$ cat src/rtl/bridge_pkg.sv
// -----------------------------------------------------------------------------
// bridge_pkg
// Shared definitions for the AHB2APB bridge:
//   - apb_state_t   : APB-side sequencer states
//   - HTRANS_*      : AHB transfer-type encodings used by the slave front-end
//   - SLVn_BASE/LIMIT : APB peripheral address windows
//   - sel_decode()  : address -> one-hot APB select
// -----------------------------------------------------------------------------
package bridge_pkg;

  typedef enum logic [2:0] {
    ST_IDLE,
    ST_WWAIT,
    ST_READ,
    ST_WRITE,
    ST_WRITEP,
    ST_RENABLE,
    ST_WENABLE,
    ST_WENABLEP
  } apb_state_t;

  localparam logic [1:0] HTRANS_IDLE   = 2'b00;
  localparam logic [1:0] HTRANS_BUSY   = 2'b01;
  localparam logic [1:0] HTRANS_NONSEQ = 2'b10;
  localparam logic [1:0] HTRANS_SEQ    = 2'b11;

  localparam logic [31:0] SLV0_BASE  = 32'h8000_0000;
  localparam logic [31:0] SLV0_LIMIT = 32'h83FF_FFFF;
  localparam logic [31:0] SLV1_BASE  = 32'h8400_0000;
  localparam logic [31:0] SLV1_LIMIT = 32'h87FF_FFFF;
  localparam logic [31:0] SLV2_BASE  = 32'h8800_0000;
  localparam logic [31:0] SLV2_LIMIT = 32'h8BFF_FFFF;

  // Unmapped addresses give an all-zero select; the APB sequence still runs.
  function automatic logic [2:0] sel_decode(input logic [31:0] addr);
    logic [2:0] sel;
    sel = 3'b000;
    if (addr >= SLV0_BASE && addr <= SLV0_LIMIT)      sel = 3'b001;
    else if (addr >= SLV1_BASE && addr <= SLV1_LIMIT) sel = 3'b010;
    else if (addr >= SLV2_BASE && addr <= SLV2_LIMIT) sel = 3'b100;
    return sel;
  endfunction

endpackage

$ cat src/rtl/apb_controller.sv
// -----------------------------------------------------------------------------
// apb_controller
// APB-side initiator of the AHB2APB bridge. Takes the qualified AHB transfer
// from the slave front-end and runs APB SETUP/ENABLE phases, stalling the AHB
// master through hready_out. Handles single reads, single writes and
// back-to-back pipelined writes. Every output is a register loaded from the
// next-state decode, so outputs change in the cycle a state is entered.
//
// Ports:
//   hclk, hresetn            clock, synchronous active-low reset
//   valid, hwrite, hwrite_reg qualified transfer, its direction, direction -1 cycle
//   haddr, haddr1, haddr2    AHB address now, -1 cycle, -2 cycles
//   hwdata                   AHB write data (data phase)
//   pready                   APB ready (present only with APB_WAIT_EN)
//   pwrite, penable, pselx, paddr, pwdata   APB request
//   hready_out               ready back to the AHB master
//
// Build option: define APB_WAIT_EN to add pready and allow APB wait states;
// otherwise every ENABLE phase lasts exactly one cycle.
// -----------------------------------------------------------------------------
module apb_controller
  import bridge_pkg::*;
#(
  parameter int ADDR_W = 32,
  parameter int DATA_W = 32,
  parameter int NSLV   = 3
) (
  input  logic              hclk,
  input  logic              hresetn,
  input  logic              valid,
  input  logic              hwrite,
  input  logic              hwrite_reg,
  input  logic [ADDR_W-1:0] haddr,
  input  logic [ADDR_W-1:0] haddr1,
  input  logic [ADDR_W-1:0] haddr2,
  input  logic [DATA_W-1:0] hwdata,
`ifdef APB_WAIT_EN
  input  logic              pready,
`endif
  output logic              pwrite,
  output logic              penable,
  output logic [NSLV-1:0]   pselx,
  output logic [ADDR_W-1:0] paddr,
  output logic [DATA_W-1:0] pwdata,
  output logic              hready_out
);

  apb_state_t        state_q, state_d;
  logic              pwrite_q, pwrite_d;
  logic              penable_q, penable_d;
  logic [NSLV-1:0]   pselx_q, pselx_d;
  logic [ADDR_W-1:0] paddr_q, paddr_d;
  logic [DATA_W-1:0] pwdata_q, pwdata_d;
  logic              hready_out_q, hready_out_d;

  logic              enable_hold;   // peripheral is extending the ENABLE phase
  logic [ADDR_W-1:0] setup_addr;    // address captured when a SETUP state is entered

`ifdef APB_WAIT_EN
  assign enable_hold = ~pready;
`else
  assign enable_hold = 1'b0;
`endif

  // Next-state decode.
  always_comb begin
    // NOTE: every combinational output gets a default first so no path leaves
    // it unassigned, which would otherwise infer a latch.
    state_d = state_q;
    case (state_q)
      ST_IDLE, ST_RENABLE, ST_WENABLE: begin
        if (state_q != ST_IDLE && enable_hold) state_d = state_q;
        else if (valid)                        state_d = hwrite ? ST_WWAIT : ST_READ;
        else                                   state_d = ST_IDLE;
      end
      // Write data of the accepted write is on hwdata now.
      ST_WWAIT:  state_d = valid ? ST_WRITEP : ST_WRITE;
      ST_READ:   state_d = ST_RENABLE;
      ST_WRITE:  state_d = valid ? ST_WENABLEP : ST_WENABLE;
      ST_WRITEP: state_d = ST_WENABLEP;
      // A transfer is already queued behind this write; its direction and
      // address are two pipeline stages back.
      ST_WENABLEP: begin
        if (enable_hold)     state_d = ST_WENABLEP;
        else if (!hwrite_reg) state_d = ST_READ;
        else                 state_d = valid ? ST_WRITEP : ST_WRITE;
      end
      default:   state_d = ST_IDLE;
    endcase
  end

  // Output decode from the state being entered.
  always_comb begin
    if (state_q == ST_WENABLEP)  setup_addr = haddr2;
    else if (state_d == ST_READ) setup_addr = haddr;
    else                         setup_addr = haddr1;

    paddr_d      = paddr_q;
    pwdata_d     = pwdata_q;
    pselx_d      = '0;
    penable_d    = 1'b0;
    pwrite_d     = 1'b0;
    hready_out_d = 1'b1;

    case (state_d)
      ST_READ: begin
        paddr_d      = setup_addr;
        pselx_d      = NSLV'(sel_decode(32'(setup_addr)));
        hready_out_d = 1'b0;
      end
      ST_WRITE, ST_WRITEP: begin
        paddr_d      = setup_addr;
        pwdata_d     = hwdata;
        pselx_d      = NSLV'(sel_decode(32'(setup_addr)));
        pwrite_d     = 1'b1;
        hready_out_d = 1'b0;
      end
      ST_RENABLE, ST_WENABLE, ST_WENABLEP: begin
        pselx_d      = pselx_q;
        penable_d    = 1'b1;
        pwrite_d     = (state_d != ST_RENABLE);
        // Staying in an ENABLE state only happens while the peripheral stalls.
        hready_out_d = ~(enable_hold && state_d == state_q);
      end
      default: ;
    endcase
  end

  always_ff @(posedge hclk) begin
    // NOTE: reset is sampled on the clock edge (synchronous), and all state
    // uses non-blocking assignments so every flop sees pre-edge values.
    if (!hresetn) begin
      state_q      <= ST_IDLE;
      pwrite_q     <= 1'b0;
      penable_q    <= 1'b0;
      pselx_q      <= '0;
      paddr_q      <= '0;
      pwdata_q     <= '0;
      hready_out_q <= 1'b1;
    end else begin
      state_q      <= state_d;
      pwrite_q     <= pwrite_d;
      penable_q    <= penable_d;
      pselx_q      <= pselx_d;
      paddr_q      <= paddr_d;
      pwdata_q     <= pwdata_d;
      hready_out_q <= hready_out_d;
    end
  end

  assign pwrite     = pwrite_q;
  assign penable    = penable_q;
  assign pselx      = pselx_q;
  assign paddr      = paddr_q;
  assign pwdata     = pwdata_q;
  assign hready_out = hready_out_q;

endmodule

$ cat config.mk
export PLATFORM = sky130hd
export DESIGN_NAME = apb_controller
export DESIGN_NICKNAME = d
export VERILOG_FILES = /design/src/rtl/bridge_pkg.sv /design/src/rtl/apb_controller.sv
export SDC_FILE = /design/constraint.sdc
export NUM_CORES = 1
export LEC_CHECK = 0
export CAP_MARGIN = 20
export CELL_PAD_IN_SITES_DETAIL_PLACEMENT = 1
export CELL_PAD_IN_SITES_GLOBAL_PLACEMENT = 2
export CORE_ASPECT_RATIO = 0.5
export CORE_MARGIN = 3
export CORE_UTILIZATION = 22
export CTS_CLUSTER_SIZE = 16
export DETAILED_ROUTE_END_ITERATION = 10
export PLACE_DENSITY_LB_ADDON = 0.1
export SYNTH_ARGS = -nofsm -noshare
export SYNTH_HDL_FRONTEND = slang
export SYNTH_SLANG_ARGS = --single-unit
$ cat constraint.sdc
create_clock -name hclk -period 6.9 [get_ports hclk]
set_clock_uncertainty 0.05 [all_clocks]
set_input_delay 1.38 -clock hclk [delete_from_list [all_inputs] [get_ports hclk]]
set_output_delay 1.38 -clock hclk [all_outputs]
set_load 0.02 [all_outputs]
; ---- Yosys cells after proc, flatten, opt, wreduce, memory -nomap -nowiden
; Cells that the tools add are included.
[op_classes]
eq_ne = 14
muxes = 15
reduce_logical = 8
n_lt_le_gt_ge = 6
[op_table]
columns = op, count
row1 = "32-bit greater-or-equal comparator, second input constant", 3
row2 = "32-bit less-or-equal comparator, second input constant", 3
row3 = 32-bit two-way mux, 2
row4 = "3-bit equality test, second input constant", 8
row5 = 3-bit case mux with 6 select lines, 1
row6 = 3-bit two-way mux, 5
row7 = "3-bit by 2-bit equality test with 1-bit output, second input constant", 4
row8 = 3-bit OR reduction, 3
row9 = 3-bit case mux with 2 select lines, 1
row10 = 2-bit two-way mux, 2
row11 = "3-bit by 1-bit equality test with 1-bit output, second input constant", 1
row12 = 1-bit logical AND, 3
row13 = 3-bit zero test, 1
row14 = 1-bit two-way mux, 3
row15 = "3-bit != test, second input constant", 1
row16 = 1-bit case mux with 2 select lines, 1
row17 = 2-bit OR reduction, 1
[totals]
ff_bits = 73
inputBits = 133
output_inout_bits = 70

; ---- Logic depth before layout (Yosys ltp)
[logic_depth]
depth_word = 12
mapped_depth = 9
mapped_depth_nobuf = 6

; ---- Least setup slack after synthesis
; Ideal clock, no wire load.
[synth_path]
kind = input to register
startpoint = input hwrite
endpoint = register pselx_q[0], in the netlist pselx[0]
path_buffers = 0
path_stages = 6
setup_slack_ps = 3699
arrival_ps = 3066
required_time_ps = 6765
path_cell_list = or3b_1 -> o22ai_4 -> o21ai_2 -> a311o_1 -> or4_4 -> o31ai_2
[synth_between]
elab_chain_cells = 11
[synth_rtl]
columns = element, line_no
row1 = from (decl), apb_controller.sv:31  ; input logic hwrite,
row2 = 2-bit two-way mux (*) (2 in series), apb_controller.sv:73  ; else if (valid) state_d = hwrite ? ST_WWAIT : ST_READ;
row3 = 3-bit case mux with 6 select lines (*), apb_controller.sv:70  ; case (state_q)
row4 = 3-bit by 2-bit equality test with 1-bit output, "apb_controller.sv:95, apb_controller.sv:105"
row5 = 32-bit two-way mux, apb_controller.sv:95  ; else if (state_d == ST_READ) setup_addr = haddr;
row6 = 32-bit two-way mux, apb_controller.sv:94  ; if (state_q == ST_WENABLEP) setup_addr = haddr2;
row7 = 32-bit greater-or-equal comparator / 32-bit less-or-equal comparator (equally long branches), bridge_pkg.sv:39  ; else if (addr >= SLV1_BASE && addr <= SLV1_LIMIT) sel = 3'b010;
row8 = 1-bit logical AND, bridge_pkg.sv:39
row9 = 3-bit two-way mux, bridge_pkg.sv:39
row10 = 3-bit two-way mux, bridge_pkg.sv:38  ; if (addr >= SLV0_BASE && addr <= SLV0_LIMIT) sel = 3'b001;
row11 = 3-bit case mux with 2 select lines, apb_controller.sv:105  ; case (state_d)
row12 = to (signal assigned), apb_controller.sv:144  ; pselx_q <= pselx_d;
row13 = to (decl), apb_controller.sv:51  ; logic [NSLV-1:0] pselx_q, pselx_d;
; Mark *: on every way between the ends. The rest lies on a longest branch, timed or not.
; A chain may end at the register's enable or synchronous reset.

; ---- Final worst setup path
[layout_path]
startpoint = input valid
endpoint = register pselx_q[0], in the netlist pselx[0]
[layout_between]
elab_chain_cells = 11
[layout_rtl]
columns = element, line_no
row1 = from (decl), apb_controller.sv:30  ; input logic valid,
row2 = 3-bit two-way mux, "apb_controller.sv:77, apb_controller.sv:86"
row3 = 3-bit two-way mux, apb_controller.sv:85  ; else if (!hwrite_reg) state_d = ST_READ;
row4 = 3-bit case mux with 6 select lines (*), apb_controller.sv:70
row5 = 3-bit by 2-bit equality test with 1-bit output, "apb_controller.sv:95, apb_controller.sv:105"
row6 = 32-bit two-way mux, apb_controller.sv:95
row7 = 32-bit two-way mux, apb_controller.sv:94
row8 = 32-bit greater-or-equal comparator / 32-bit less-or-equal comparator (equally long branches), bridge_pkg.sv:39
row9 = 1-bit logical AND, bridge_pkg.sv:39
row10 = 3-bit two-way mux, bridge_pkg.sv:39
row11 = 3-bit two-way mux, bridge_pkg.sv:38
row12 = 3-bit case mux with 2 select lines, apb_controller.sv:105
; Marked as above.

==> impl_results.md <==
- Post-CTS Setup Bufs: 0
- Final hold slack: 413 ps
- Main flop type after synthesis: dfxtp_1
- CTS tree: yes
- Final Cycle Share: 0.532
- Synth Cell Area: 3560 µm²
- Final setup violation count: 0
- Layout cell share with drive strength beyond 1: 0.0547
- Total Power: 1710 µW
- RD Place Congestion: 0.709
- Initial drt markers: 88
- Worst slew pin tran: 728 ps
- Drt via density: 4.46
- Total track usage: 0.144
- Clock slew at reported path FFs: 60 ps
- Vias: 3687
- Most frequent cell after synthesis: nand2_1
- Hold Buf Count CTS: 0
- Unrepaired setup endpoints after global routing: no
- CTS max path bufs: 2
- Die width: 186 µm
- YS warnings: 0
- TritonRoute pass-1 iters: 4
- Peak VDD IR: 0.000111 V
- Critical-path maximum fanout: 7
- Worst hold-check path type: reg2reg
- Final Hold Vio Count: 0
- Antenna diode count: 0
- Required time of the critical path: 7090 ps
- Leak pwr: 0.00234 µW
- Final TNS setup: 0 ps
- Clock root cell: clkbuf_16
- Row count: 32
- Post-DP Area: 5750 µm²
- Post-synth top cells: nand2_1, dfxtp_1, a21boi_0
- Slew headroom: 0.502
- First-pass GRT wire length: 20100 µm
- Vias in the first global route: 3835
- Final critical-path required period: 3670 ps
- Total CTS buffers: 9
- Setup CP Type: in2reg
- Register area share after synthesis: 0.410
- Final HPWL DP: 9250 µm
- Post-synthesis async set-or-reset flop share: 0
- Crit path launch type: input port
- WL/cell: 16.0 µm
- CTS sink count: 73
- Starting Density: 0.228
- Syn Area/Cell: 8.26 µm²
- Fin util: 0.390
- Synth Instances: 431
- Fmax: 272 MHz
- GR Overflow Total: 0
- Largest cells by area after synthesis: dfxtp_1, a21boi_0, nand2_1
- IO Count: 203
- Multi-input combinational cell area: 1970 µm²
- Register area: 1460 µm²
- Max-cap violations: 0
- Synth Net Count: 564
- Status: finished, final reports clean
- PortBufs: 202
- Final instance area: 6100 µm²
- Slew Viols, Final: 0
- Largest net degree at the start of global routing: 70
- Filler Cells Inserted: 1814
- Clk Latency, worst-skew pair: 330 ps
- Critical path capture point type: flop
- Area leader, netlist: dfxtp_1
- Top-area cell type share of the netlist area: 0.410
- DRC Markers: 0
- H-tree depth: 3
- Post-DRT Antenna Nets: 0
- Die H: 96.0 µm
- Nets: 750
- P per Cell Area: 281 nW/µm²
- EDFF count, synth: 0
- Antenna violations before repair: 0
- FF+latch count, synth: 73
- Die area: 17800 µm²
- PostCTS Resize Cnt: 0
- Core area: 15600 µm²
- Distinct cells, synth: 40
- Routed WL: 13200 µm
- Crit path DAT: 3870 ps
- Area delta synth->final: 71.1%
==> flip-flops by register name (all words and copies together), names as in the netlist <==
register,flops
hready_out,1
pselx,3
pwrite,1
pwdata,32
state_q,3
penable,1
paddr,32
==> kinds of logic (layout without fill, tap and decap cells) <==
group	Yosys count	in the layout	synth area share
fa+ha+maj	1	1	0.00281
compound gates	121	121	0.266
simple gates	174	174	0.206
mux	26	26	0.0731
buf+inv	36	227	0.0418
flops	73	73	0.410
==> layout make-up <==
class | instances | share of cell area
timing repair buffer | 208 | 0.342
multi-input combinational | 322 | 0.322
sequential | 73 | 0.240
tap | 204 | 0.0419
clock buffer | 10 | 0.0376
clock inverter | 6 | 0.0150
inverter | 3 | 0.00185
==> stage by stage <==
stage	worst slack, ps	instances
after global placement	2690	809
after floorplan	3700	431
after CTS	2960	825
after detailed placement	2590	809
final	3230	826
after global routing	3100	826
==> worst paths after layout <==
kind	start	slack, ps	endpoint	depth (start not counted)
worst max-delay path	valid	3230	pselx[0]$_SDFFE_PN0N_	7
worst min-delay path	paddr[26]$_SDFFE_PN0N_	410	paddr[26]$_SDFFE_PN0N_	2
worst max register to register	state_q[0]$_SDFF_PN0_	4200	pselx[0]$_SDFFE_PN0N_	6
worst min register to register	paddr[26]$_SDFFE_PN0N_	410	paddr[26]$_SDFFE_PN0N_	2
==> per-layer routing <==
metal | up-vias | global-route usage | part of all wire
met3 | 7 | 0.0638 | 0.093
met2 | 111 | 0.235 | 0.44
li1 | 1860 | - | -
met5 | - | 0 | 0
met1 | 1709 | 0.177 | 0.46
met4 | 0 | 0.0297 | 0.0072
==> critical path, cell delays in order <==
cell	delay [ps]
clkdlybuf4s50_1	510
nor3b_1	200
o211ai_1	480
nand3_1	170
a311o_1	410
or4_4	460
o31ai_2	250
==> where the power goes <==
part	switching [µW]	total [µW]	internal (µW)	leakage (µW)
Sequential	51.0	550	499	0.000596
Clock	194	513	319	0.000157
Combinational	339	648	308	0.00158
Total	585	1710	1130	0.00234
==> placed cells by master (no fill, tap or decap), drive strengths merged, types with 2 or more instances in the layout <==
| master | n |
|---|---|
| a211o | 26 |
| a21boi | 65 |
| a21oi | 4 |
| a31o | 2 |
| a31oi | 2 |
| and3 | 3 |
| buf | 7 |
| bufinv | 2 |
| clkbuf | 10 |
| clkdlybuf4s50 | 201 |
| clkinv | 3 |
| dfxtp | 73 |
| inv | 4 |
| mux2i | 26 |
| nand2 | 111 |
| nand2b | 4 |
| nand3 | 8 |
| nand4 | 3 |
| nor2 | 33 |
| nor2b | 4 |
| nor3 | 2 |
| o211ai | 5 |
| o21a | 2 |
| o21ai | 6 |
| or2 | 2 |
(Power assumes the default switching activity.)
